File: src/rtl/mem_stage_pkg.sv
// Shared ISA opcodes, FSM state encodings and access-classification helpers
// for the memory-access pipeline stage.
package mem_stage_pkg;

  localparam int WIDTH_DEF = 32;

  localparam logic [5:0] OP_NOP  = 6'h00;
  localparam logic [5:0] OP_ADD  = 6'h01;
  localparam logic [5:0] OP_BEQ  = 6'h04;
  localparam logic [5:0] OP_LH   = 6'h21;
  localparam logic [5:0] OP_LW   = 6'h23;
  localparam logic [5:0] OP_LD   = 6'h27;
  localparam logic [5:0] OP_SH   = 6'h29;
  localparam logic [5:0] OP_SW   = 6'h2B;
  localparam logic [5:0] OP_SD   = 6'h2F;
  localparam logic [5:0] OP_HALT = 6'h3F;

  localparam logic [2:0] S_IDLE  = 3'd0;
  localparam logic [2:0] S_REQ   = 3'd1;
  localparam logic [2:0] S_RESP  = 3'd2;
  localparam logic [2:0] S_REQ2  = 3'd3;
  localparam logic [2:0] S_RESP2 = 3'd4;

  function automatic logic is_load_op(input logic [5:0] op);
    return (op == OP_LW) || (op == OP_LH) || (op == OP_LD);
  endfunction

  function automatic logic is_store_op(input logic [5:0] op);
    return (op == OP_SW) || (op == OP_SH) || (op == OP_SD);
  endfunction

  function automatic logic is_mem_op(input logic [5:0] op);
    return is_load_op(op) || is_store_op(op);
  endfunction

  // Natural alignment: word on 4, halfword on 2, double on 8 bytes.
  function automatic logic is_misaligned(input logic [5:0] op, input logic [2:0] a);
    logic bad;
    bad = 1'b0;
    case (op)
      OP_LW, OP_SW: bad = (a[1:0] != 2'b00);
      OP_LH, OP_SH: bad = a[0];
      OP_LD, OP_SD: bad = (a != 3'b000);
      default:      bad = 1'b0;
    endcase
    return bad;
  endfunction

endpackage

File: src/rtl/mem_lane_align.sv
// Combinational byte-lane steering: byte enables and write-data replication
// for stores, halfword selection and sign extension for loads.
module mem_lane_align
  import mem_stage_pkg::*;
#(
  parameter int WIDTH = 32
) (
  input  logic [5:0]       op,
  input  logic             half_sel,
  input  logic [WIDTH-1:0] store_data,
  input  logic [WIDTH-1:0] rdata,
  output logic [3:0]       be,
  output logic [WIDTH-1:0] wdata,
  output logic [WIDTH-1:0] load_data
);

  logic [15:0] half;

  always_comb begin
    be        = 4'b1111;
    wdata     = store_data;
    load_data = rdata;
    half      = half_sel ? rdata[31:16] : rdata[15:0];
    case (op)
      OP_SH: begin
        be    = half_sel ? 4'b1100 : 4'b0011;
        wdata = {store_data[15:0], store_data[15:0]};
      end
      OP_LH: load_data = {{(WIDTH-16){half[15]}}, half};
      default: ;
    endcase
  end

endmodule

File: src/rtl/mem_stage.sv
// Pipeline memory-access stage: passes non-memory instructions through and
// runs one- or two-beat req/gnt/rvalid transactions for loads and stores.
module mem_stage
  import mem_stage_pkg::*;
#(
  parameter int WIDTH   = 32,
  parameter int TIMEOUT = 16
) (
  input  logic             clk,
  input  logic             rst_n,
  input  logic [WIDTH-1:0] IR_in,
  input  logic [WIDTH-3:0] PC_in,
  input  logic [WIDTH-1:0] Z_in,
  input  logic [WIDTH-1:0] Addr_in,
  output logic [WIDTH-1:0] IR_out,
  output logic [WIDTH-3:0] PC_out,
  output logic [WIDTH-1:0] Z_out,
  output logic [WIDTH-1:0] LMD,
  output logic [WIDTH-1:0] LMD_hi,
  output logic             IsStall,
  output logic             mem_req,
  output logic             mem_we,
  output logic [WIDTH-1:0] mem_addr,
  output logic [3:0]       mem_be,
  output logic [WIDTH-1:0] mem_wdata,
  input  logic             mem_gnt,
  input  logic             mem_rvalid,
  input  logic [WIDTH-1:0] mem_rdata,
  output logic             misalign_err,
  output logic             bus_err
);

  localparam int CW = $clog2(TIMEOUT + 1);
  localparam logic [CW-1:0] TMO_LAST = CW'(TIMEOUT - 1);
  localparam logic [WIDTH-1:0] NOP_IR = {OP_NOP, {(WIDTH-6){1'b0}}};

  logic [2:0]       state;
  logic [CW-1:0]    cnt;
  logic [WIDTH-1:0] ir_q, z_q, addr_q, lmd_lo_q;
  logic [WIDTH-3:0] pc_q;

  logic [5:0]       op_in, op_q, align_op;
  logic             align_half;
  logic [3:0]       al_be;
  logic [WIDTH-1:0] al_wdata, al_load, addr_next;
  logic             finish, abort, tmo_hit;

  assign op_in     = IR_in[WIDTH-1 -: 6];
  assign op_q      = ir_q[WIDTH-1 -: 6];
  assign addr_next = {addr_q[WIDTH-1:2] + (WIDTH-2)'(1), 2'b00};

  // In IDLE the lanes are computed for the incoming request; afterwards they
  // serve load extraction for the latched instruction.
  assign align_op   = (state == S_IDLE) ? op_in : op_q;
  assign align_half = (state == S_IDLE) ? Addr_in[1] : addr_q[1];

  mem_lane_align #(.WIDTH(WIDTH)) u_align (
    .op         (align_op),
    .half_sel   (align_half),
    .store_data ((state == S_IDLE) ? Z_in : z_q),
    .rdata      (mem_rdata),
    .be         (al_be),
    .wdata      (al_wdata),
    .load_data  (al_load)
  );

  always_comb begin
    finish  = 1'b0;
    abort   = 1'b0;
    tmo_hit = (cnt == TMO_LAST);
    case (state)
      S_REQ:   if (mem_gnt)    finish = is_store_op(op_q) && (op_q != OP_SD);
               else            abort  = tmo_hit;
      S_RESP:  if (mem_rvalid) finish = (op_q != OP_LD);
               else            abort  = tmo_hit;
      S_REQ2:  if (mem_gnt)    finish = (op_q == OP_SD);
               else            abort  = tmo_hit;
      S_RESP2: if (mem_rvalid) finish = 1'b1;
               else            abort  = tmo_hit;
      default: ;
    endcase
  end

  always_ff @(posedge clk or negedge rst_n) begin
    if (!rst_n) begin
      state        <= S_IDLE;
      cnt          <= '0;
      ir_q         <= NOP_IR;
      pc_q         <= '0;
      z_q          <= '0;
      addr_q       <= '0;
      lmd_lo_q     <= '0;
      IR_out       <= NOP_IR;
      PC_out       <= '0;
      Z_out        <= '0;
      LMD          <= '0;
      LMD_hi       <= '0;
      IsStall      <= 1'b0;
      mem_req      <= 1'b0;
      mem_we       <= 1'b0;
      mem_addr     <= '0;
      mem_be       <= '0;
      mem_wdata    <= '0;
      misalign_err <= 1'b0;
      bus_err      <= 1'b0;
    end else begin
      misalign_err <= 1'b0;
      bus_err      <= 1'b0;
      case (state)
        S_IDLE: begin
          cnt <= '0;
          if (!is_mem_op(op_in)) begin
            IR_out <= IR_in;
            PC_out <= PC_in;
            Z_out  <= Z_in;
          end else if (is_misaligned(op_in, Addr_in[2:0])) begin
            IR_out       <= NOP_IR;
            PC_out       <= PC_in;
            Z_out        <= Z_in;
            misalign_err <= 1'b1;
          end else begin
            ir_q      <= IR_in;
            pc_q      <= PC_in;
            z_q       <= Z_in;
            addr_q    <= Addr_in;
            IsStall   <= 1'b1;
            state     <= S_REQ;
            mem_req   <= 1'b1;
            mem_we    <= is_store_op(op_in);
            mem_addr  <= {Addr_in[WIDTH-1:2], 2'b00};
            mem_be    <= al_be;
            mem_wdata <= al_wdata;
          end
        end
        S_REQ, S_REQ2: begin
          if (mem_gnt) begin
            cnt     <= '0;
            mem_req <= 1'b0;
            if (state == S_REQ && op_q == OP_SD) begin
              state     <= S_REQ2;
              mem_req   <= 1'b1;
              mem_addr  <= addr_next;
              mem_be    <= 4'b1111;
              mem_wdata <= '0;
            end else if (is_load_op(op_q)) begin
              state <= (state == S_REQ) ? S_RESP : S_RESP2;
            end
          end else begin
            cnt <= cnt + CW'(1);
          end
        end
        S_RESP: begin
          if (mem_rvalid) begin
            cnt <= '0;
            if (op_q == OP_LD) begin
              lmd_lo_q <= mem_rdata;
              state    <= S_REQ2;
              mem_req  <= 1'b1;
              mem_we   <= 1'b0;
              mem_addr <= addr_next;
              mem_be   <= 4'b1111;
            end else begin
              LMD <= al_load;
            end
          end else begin
            cnt <= cnt + CW'(1);
          end
        end
        S_RESP2: begin
          if (mem_rvalid) begin
            LMD    <= lmd_lo_q;
            LMD_hi <= mem_rdata;
          end else begin
            cnt <= cnt + CW'(1);
          end
        end
        default: state <= S_IDLE;
      endcase

      // Completion and abort override whatever the state arm scheduled.
      if (finish) begin
        IR_out  <= ir_q;
        PC_out  <= pc_q;
        Z_out   <= z_q;
        IsStall <= 1'b0;
        state   <= S_IDLE;
        cnt     <= '0;
      end
      if (abort) begin
        IR_out  <= NOP_IR;
        IsStall <= 1'b0;
        mem_req <= 1'b0;
        bus_err <= 1'b1;
        state   <= S_IDLE;
        cnt     <= '0;
      end
    end
  end

endmodule

File: config.mk
export PLATFORM = sky130hd
export DESIGN_NAME = mem_stage
export DESIGN_NICKNAME = d
export VERILOG_FILES = /design/src/rtl/mem_stage_pkg.sv /design/src/rtl/mem_lane_align.sv /design/src/rtl/mem_stage.sv
export SDC_FILE = /design/constraint.sdc
export NUM_CORES = 1
export LEC_CHECK = 0
export CAP_MARGIN = 10
export CORE_MARGIN = 8
export CORE_UTILIZATION = 40
export DETAILED_ROUTE_END_ITERATION = 12
export GPL_TIMING_DRIVEN = 0
export HOLD_SLACK_MARGIN = 0.06
export PLACE_DENSITY = 0.66
export SLEW_MARGIN = 20
export SYNTH_ARGS = -nofsm -noshare
export SYNTH_HDL_FRONTEND = slang
export SYNTH_SLANG_ARGS = --single-unit
export TNS_END_PERCENT = 20
File: constraint.sdc
create_clock -name clk -period 3.95 [get_ports clk]
set_input_delay 0.79 -clock clk [delete_from_list [all_inputs] [get_ports clk]]
set_output_delay 0.79 -clock clk [all_outputs]
set_load 0.03 [all_outputs]
==> impl_metrics.toml, run 1 <==
[clock_tree]
cts.clk_slew.worst_paths_ns = 0.06
post_cts_resized = 0
clk_path_buf_depth = 3
cts_buffers = 44
cts_hold_buf = 0
numClockSinks = 392
root_buffer = "clkbuf_16"
htree_num_levels = 2
cts_tree = "done"
post_cts_buffers = 0
clk_latency_ns = 0.57

[floorplan]
die_y_microns = 224
coreArea_sq_um = 42800
die-area_sq_um = 50000
fp.dieW_microns = 224
rows = 76
io_pins = 393
start_util_pct = 40.3

[timing]
skew_ns = 0.0137
post-route-period-util_pct = 77.5
setup_viol = 0
final-max-slew-violation-count = 0
relSlewSlack_pct = 36.0
finalCriticalPeriod_ns = 3.06
worst_slew_pin_slew_ns = 0.960
hold_violations = 0
rsz0062_at_grt = "no"
timing.fmax_mhz = 326

[final_layout]
syn_to_final_growth_pct = 35.5
stdcell_count = 2655
final_common_cell = "nand2_1"
drive_gt1_share_pct = 11.3
final_core_util_pct = 54.6
nNetsFinal = 2239
final_cell_mix = "nand2_1 (457), dfrtp_1 (392), clkdlybuf4s50_1 (387)"

[setup_path]
arrival_ns = 3.54
critical_path.top_delay_family = "buffers and inverters"
crit_chain = "clkdlybuf4s50_1 -> nand2b_1 -> a2111oi_2 -> clkbuf_1 -> buf_2 -> nand2_1 -> o211ai_1"
cp_data_required_time_ns = 4.43
startpoint_type = "primary input"
crit_type = "in -> reg"
rrSetupSlack_ns = 1.02
end_kind = "flip-flop"
max_stage_delay_ns = 0.58
worstPathMaxFanout = 10
cpMaxStageDelayCell = "clkdlybuf4s50_1"
cp.buffers_inverters = 3

[route]
route.vias.total = 14100
ant_nets = 0
drtIter0Drc = 1030
drt-vias-per-instance = 5.31
wl_per_cell_microns = 21.6
dr.pass1.iters = 7
wl_microns = 57400
drc_errors = 0

[place]
dp.cells = 2574
post-dp-hpwl_microns = 42700
gp_congestion = 0.906
portBuffers = 388

[synth]
ys_types = 68
synth_area_leaders = "dfrtp_1 (57%), nand2_1 (10%), a22o_1 (5.2%)"
netlist_instances = 1635
syn_avg_cell_area_sq_um = 10.5
ys.flop_type = "dfrtp_1"
synth_area_leader_cell = "dfrtp_1"
async_reset_ff_share_pct = 100
synth_top_area_share_pct = 56.9
yosysSeqAreaShare_pct = 56.9
ys_ff_latch = 392
syn-cell-area_sq_um = 17200
ys.warnings.count = 0
synth_edf_count = 0

[min_path]
hold_path.class = "in -> async"

[power_and_ir_drop]
p_sw_mw = 8.66
seqPwrFrac_pct = 33.3
finalPower_mw = 21.0
p_clk_share_pct = 19.3
power_frac_comb_pct = 47.3
vdd_ir_drop_max_v = 0.000404
powerDensity_nw_per_um2 = 898
p_int_mw = 12.3
swShare_pct = 41.3
leakagePower_nw = 11.4

[global_routing]
grt-ovfl-total = 0
grt_max_degree = 95
grt_pass1_vias = 14600
grt_pass1_wl_microns = 88500
grt_use_total_pct = 22.7
antenna_found_initial = 3

[job]
drv_cap = 0

[outcome]
outcome = "complete, no violations"
-- synthesized netlist by cell type, types with 3 or more instances --
cell      count
nand2_1     457
a21o_1       96
a21oi_1      31
o21ai_0      49
inv_1        12
a221oi_1      7
o31ai_1       3
a221oi_2     10
or2_2        18
xor2_1       15
nand3b_1      3
nand2b_1     10
clkbuf_1     49
or3_1         3
mux2_2       65
o211ai_1      7
ha_1          3
a221o_1       3
and3_1        7
nand4_1       8
buf_4         6
a21boi_0      3
a211oi_1      3
and2_1        3
dfrtp_1     392
buf_6         7
mux2i_1      56
nand3_1      20
nor2_1       59
and4_1        3
nor3_1       13
nor3_2        3
nor3b_1       3
xnor2_1       6
buf_2        44
buf_1        10
a22o_1      102
nor4_1        4
nor2b_1       4
-- worst register-to-register path, delay by kind of cell (launching register included) --
family / cells / cell delay, ns
buf+inv: 4 / 1.39
simple gates: 2 / 0.56
compound gates: 2 / 0.53
flops: 1 / 0.37
-- area by class of cell --
type,instances,area [sq um]
Antenna cell,2,5.00
Buffer,116,566
Clock buffer,67,1330
Clock inverter,12,95.1
Fill cell,3762,19400
Inverter,12,45.0
Multi-Input combinational cell,1116,6820
Sequential cell,392,9810
Tap cell,546,683
Timing Repair Buffer,392,4000
-- through the flow --
stage	setup slack, ns	setup TNS, ns	area [sq um]	hold slack, ns
after CTS	0.922	0	23300	0.109
after floorplan	1.53	0	17200	0.442
after global routing	0.805	0	23300	0.131
after detailed placement	0.360	0	21900	0.459
after global placement	-15.49	-6051.25	21800	0.452
final	0.887	0	23300	0.131
-- state kept, by name, summed over array words and instances (netlist names), 5 cells and up --
register   count
IR_out        32
LMD           32
LMD_hi        32
PC_out        30
Z_out         32
addr_q        31
cnt            5
ir_q          32
lmd_lo_q      32
mem_addr      30
mem_wdata     32
pc_q          30
z_q           32
-- per-layer routing --
layer	up-vias	share of wire (%)	GRT usage, %
li1	6506	-	-
met1	7033	43	29.1
met2	454	47	37.0
met3	102	5.9	5.06
met4	2	3.8	9.28
met5	-	0.023	0
-- worst paths after layout --
kind	from	endpoint	depth (start not counted)
worst max-delay path	Addr_in[2]	mem_addr[18]	7
worst min-delay path	rst_n	mem_wdata[20]	1
worst max register to register	state[1]	mem_addr[18]	8
worst min register to register	mem_wdata[2]	mem_wdata[2]	2
max in group asynchronous	rst_n	pc_q[19]	3
min in group clk	mem_wdata[2]	mem_wdata[2]	2
-- logic make-up after synthesis --
| family | share of synthesized area, % |
|---|---|
| simple gates | 15.6 |
| mux | 7.50 |
| fa+ha+maj | 0.218 |
| compound gates | 15.1 |
| flops | 56.9 |
| buf+inv | 3.54 |
| other cells | 0.0218 |
| xor+xnor | 1.07 |
-- power groups by stage --
stage                     clock network, mW  registers, mW  logic, mW
after floorplan                           0           8.93       3.89
after global placement                    0           6.98       9.84
after detailed placement                  0           7.03       10.0
after CTS                              4.15           6.98       10.0
after global routing                   4.29           7.21       10.6
final                                  4.05           6.99       9.93
Note: power is estimated with default switching activity, not from simulation.
==> inputs of run 2 (changes only) <==
PLACE_DENSITY = 0.69   (was 0.66)
clock period = 2.59 ns   (was 3.95 ns; I/O delays follow)
==> run 2 against run 1 <==
Critical path depth is 1 higher. Setup slack got worse by 0.85 ns. Flip-flop and latch count did not move. Die area stayed put. Sequential power rose by 53%. Design area is 1.2% higher. Core utilization is 0.67 points higher. Clock power grew 65%. Combinational power rose by 55%. Critical path type is now reg -> reg. Highest routed layer unchanged.
==> impl_metrics.toml, run 2 (same netlist as run 1, synthesis figures left out) <==
[floorplan]
fp.dieW_microns = 224
io_pins = 393
rows = 76
die_y_microns = 224
start_util_pct = 40.3
die-area_sq_um = 50000
coreArea_sq_um = 42800

[timing]
hold_violations = 0
worst_slew_pin_slew_ns = 0.851
post-route-period-util_pct = 98.6
skew_ns = 0.0249
finalHoldWorstSlack_ns = 0.363
rsz0062_at_grt = "yes"
setup_tns_ns = 0
setup_viol = 0
timing.fmax_mhz = 392
finalCriticalPeriod_ns = 2.55
final-max-slew-violation-count = 0
relSlewSlack_pct = 43.3

[power_and_ir_drop]
leakagePower_nw = 11.5
vdd_ir_drop_max_v = 0.000728
finalPower_mw = 32.7
powerDensity_nw_per_um2 = 1380

[setup_path]
reg2reg_from = "state[1]"
crit_type = "reg -> reg"
arrival_ns = 3.04
end_kind = "flip-flop"
cp_data_required_time_ns = 3.08
worstPathMaxFanout = 10
rr_worst_depth = 8
startpoint_type = "flip-flop"
r2r_end = "PC_out[10]"
rrSetupSlack_ns = 0.04

[global_routing]
grt_max_degree = 91
antenna_found_initial = 8
grt_pass1_vias = 14800
grt_pass1_wl_microns = 88300
grt_use_total_pct = 22.5
grt-ovfl-total = 0

[route]
wl_microns = 57200
route.vias.total = 14200
drc_errors = 0
wl_per_cell_microns = 21.5
dr.pass1.iters = 5
drt-vias-per-instance = 5.34
drtIter0Drc = 1048
ant_nets = 0

[clock_tree]
clk_latency_ns = 0.57
clk_path_buf_depth = 3
root_buffer = "clkbuf_16"
numClockSinks = 392
cts_tree = "done"
htree_num_levels = 2
cts_buffers = 44
cts.clk_slew.worst_paths_ns = 0.06

[place]
portBuffers = 388
dp.cells = 2574
post-dp-hpwl_microns = 42500
gp_congestion = 0.911

[min_path]
whs_path_depth = 3
hold_path.class = "in -> reg"
min_to = "ir_q[27]"
min_from = "IR_in[27]"

[final_layout]
stdcell_count = 2663
drive_gt1_share_pct = 12.7
syn_to_final_growth_pct = 37.1
nNetsFinal = 2243
final_cell_mix = "nand2_1 (457), dfrtp_1 (391), clkdlybuf4s50_1 (387)"
final_common_cell = "nand2_1"
final_core_util_pct = 55.2

[job]
drv_cap = 0

[outcome]
outcome = "complete, no violations"
## run 2: cell count changes in the layout (fill, tap and decap cells not counted), sizes merged
cell         delta
diode           +2
clkbuf          -1
inv             +1
dlygate4sd3     +1
bufinv          +6
buf             -1
## run 2: through the flow
stage               area, sq um  worst slack (ns)
floorplan                 17200             0.419
global placement          21800            -16.34
detailed placement        21900            -0.834
CTS                       23600            0.0261
global route              23600           -0.0733
finish                    23600            0.0370
## run 2: power breakdown
part / leakage [nW] / total (mW) / internal [mW] / switching [mW]
Combinational: 5.77 / 15.4 / 6.39 / 8.96
Sequential: 4.99 / 10.7 / 8.91 / 1.76
Clock: 0.765 / 6.69 / 4.10 / 2.59
## run 2: area by class of cell
| class | count | area [sq um] |
|---|---|---|
| antenna | 4 | 10.0 |
| buffer | 115 | 618 |
| clock buffer | 62 | 1260 |
| fill | 3745 | 19200 |
| sequential | 392 | 9810 |
| clock inverter | 19 | 295 |
| tap | 546 | 683 |
| multi-input combinational | 1116 | 6860 |
| inverter | 12 | 45.0 |
| timing repair buffer | 397 | 4050 |
## run 2: how the worst max path moves through the flow
stage | startpoint | endpoint | cells after the start
3_3_place_gp | rst_n | LMD_hi[7] | 1
5_1_grt | state[1] | PC_out[10] | 8
2_1_floorplan | ir_q[29] | IR_out[27] | 8
4_1_cts | state[1] | LMD[5] | 7
6_report | state[1] | PC_out[10] | 8
3_5_place_dp | Addr_in[2] | z_q[27] | 8
## run 2: critical path: stages (launching register included)
cell      delay (ns)
dfrtp_1         0.37
buf_6           0.14
or3_1           0.36
buf_2           0.20
nor2_1          0.24
buf_2           0.40
clkbuf_1        0.44
a22o_1          0.22
a21o_1          0.10
## run 2: per-layer routing
layer | wire [microns] | vias up | global-route usage [%]
met5 | 55 | - | 0
met2 | 27200 | 443 | 36.7
met3 | 3750 | 96 | 5.66
li1 | - | 6527 | -
met1 | 24300 | 7144 | 28.6
met4 | 1890 | 8 | 8.71
## run 2: what timing repair did
| action | CTS | global route |
|---|---|---|
| pin swaps | 2 | 0 |
| resized for setup | 22 | 26 |
| endpoints found under the hold margin | 88 | 0 |
| hold buffers | 1 | 0 |
| setup buffers | 3 | 1 |
| gates cloned | 0 | 0 |
| setup endpoints to repair | 285 | 167 |
==> inputs of run 3 (changes only) <==
MAX_ROUTING_LAYER = met4   (was default)
SLEW_MARGIN = 5   (was 20)
==> run 3 against run 2 <==
Critical path depth unchanged. Worst hold slack worse by 0.021 ns. Sequential power barely moved. Global-route usage rose by 0.88 points. Design area hardly changed. Critical endpoint is now PC_out[1]. Clock power is 0.7% lower. Via count shrank 0.39%. Setup slack gained 0.055 ns. Clock skew decreased by 0.0066 ns. Non-clock buffer count down 4. Routed wire length increased by 0.93%. Highest routed layer is now met4.
==> impl_metrics.toml, run 3 (same netlist as run 1, synthesis figures left out) <==
[outcome]
outcome = "complete, no violations"

[floorplan]
start_util_pct = 40.3
die-area_sq_um = 50000
io_pins = 393
coreArea_sq_um = 42800
rows = 76
die_y_microns = 224
fp.dieW_microns = 224

[clock_tree]
root_buffer = "clkbuf_16"
htree_num_levels = 2
cts_buffers = 44
cts_tree = "done"
clk_path_buf_depth = 3
cts.clk_slew.worst_paths_ns = 0.06
numClockSinks = 392
clk_latency_ns = 0.57

[timing]
setup_viol = 0
finalCriticalPeriod_ns = 2.50
rsz0062_at_grt = "yes"
setup_tns_ns = 0
skew_ns = 0.0184
hold_violations = 0
relSlewSlack_pct = 52.0
post-route-period-util_pct = 96.5
timing.fmax_mhz = 400
final-max-slew-violation-count = 0
worst_slew_pin_slew_ns = 0.720

[setup_path]
cp_data_required_time_ns = 3.04
startpoint_type = "primary input"
crit_type = "in -> reg"
end_kind = "flip-flop"
worstPathMaxFanout = 10
arrival_ns = 2.95

[final_layout]
final_common_cell = "nand2_1"
final_cell_mix = "nand2_1 (457), dfrtp_1 (391), clkdlybuf4s50_1 (386)"
fillers = 3721
drive_gt1_share_pct = 12.6
nNetsFinal = 2239
syn_to_final_growth_pct = 37.1
stdcell_area_sq_um = 23600

[route]
route.vias.total = 14200
drtIter0Drc = 872
ant_nets = 0
dr.pass1.iters = 4
wl_microns = 57800
drc_errors = 0
drt-vias-per-instance = 5.33
wl_per_cell_microns = 21.7

[place]
gp_congestion = 0.924
portBuffers = 388
place_area_sq_um = 21900
post-dp-hpwl_microns = 42400

[global_routing]
grt_use_total_pct = 23.4
antenna_found_initial = 7
grt-ovfl-total = 0
grt_pass1_wl_microns = 89200
grt_pass1_vias = 14900
grt_max_degree = 108

[job]
drv_cap = 0

[power_and_ir_drop]
leakagePower_nw = 11.5
vdd_ir_drop_max_v = 0.000978
powerDensity_nw_per_um2 = 1380

[min_path]
hold_path.class = "in -> reg"
-- run 3: cell count changes in the layout (fill, tap and decap cells not counted), sizes merged --
cell	change
clkinv	-3
clkbuf	+8
bufinv	-1
dlymetal6s2s	+1
inv	-3
clkdlybuf4s50	-1
diode	+4
buf	-9
-- run 3: metal layers --
layer  vias up  routed length, microns  GRT usage (%)
li1       6496                       -              -
met1      7152                   24800           29.1
met2       427                   27800           37.8
met3        88                    3710           5.78
met4         0                    1470           6.54
met5         -                       0              -
-- run 3: layout make-up --
cell class,count,area (sq um),area share [%]
diodes,8,20.0,0.0847
plain buffers,115,627,2.65
clock buffers,65,1320,5.59
clock inverters,12,213,0.900
inverters,12,45.0,0.191
multi-input cells,1116,6900,29.2
flip-flops and latches,392,9810,41.5
well taps,546,683,2.89
repair buffers,393,4010,17.0
-- run 3: path summary, 6_finish.rpt --
| path | from | to | slack (ns) | cells after the start |
|---|---|---|---|---|
| setup / recovery | IR_in[30] | PC_out[1] | 0.09 | 8 |
| setup reg to reg | ir_q[29] | PC_out[13] | 0.09 | 9 |
| max in group asynchronous | rst_n | LMD[14] | 0.42 | 5 |
| hold reg to reg | Z_out[12] | Z_out[12] | 0.47 | 1 |
| min in group asynchronous | rst_n | mem_wdata[3] | 0.47 | 2 |
| hold / removal | IR_in[27] | ir_q[27] | 0.34 | 3 |
-- run 3: timing repair --
action,4_1_cts,5_1_grt
setup endpoints to repair,290,311
gates cloned,0,1
setup buffers,0,0
hold buffers,1,0
resized for setup,22,39
endpoints found under the hold margin,86,0
pin swaps,0,1
-- run 3: through the flow --
step                hold WS, ns  utilization, %  power, mW  setup WS [ns]  instances
finish                    0.341            55.2       32.7         0.0916       2659
global route              0.380            55.2       34.5        -0.0480       2658
CTS                       0.306            54.9       32.8        -0.0107       2650
detailed placement        0.463            51.2       25.9         -0.876       2573
global placement          0.453            51.0       25.6         -16.25       2570
floorplan                 0.222               -       19.5          0.419       1636
-- run 3: worst max-delay path, stage by stage --
cell,delay [ns]
clkdlybuf4s50_1,0.44
nand3b_1,0.41
a211oi_4,0.40
nor2_1,0.14
buf_2,0.27
clkbuf_2,0.30
a22o_1,0.31
a21o_1,0.15
-- run 3: power by group --
group          switching, mW  internal, mW  leakage [nW]
registers               1.77          8.91          4.99
clock network           2.54          4.11         0.755
logic                   8.99          6.36          5.77
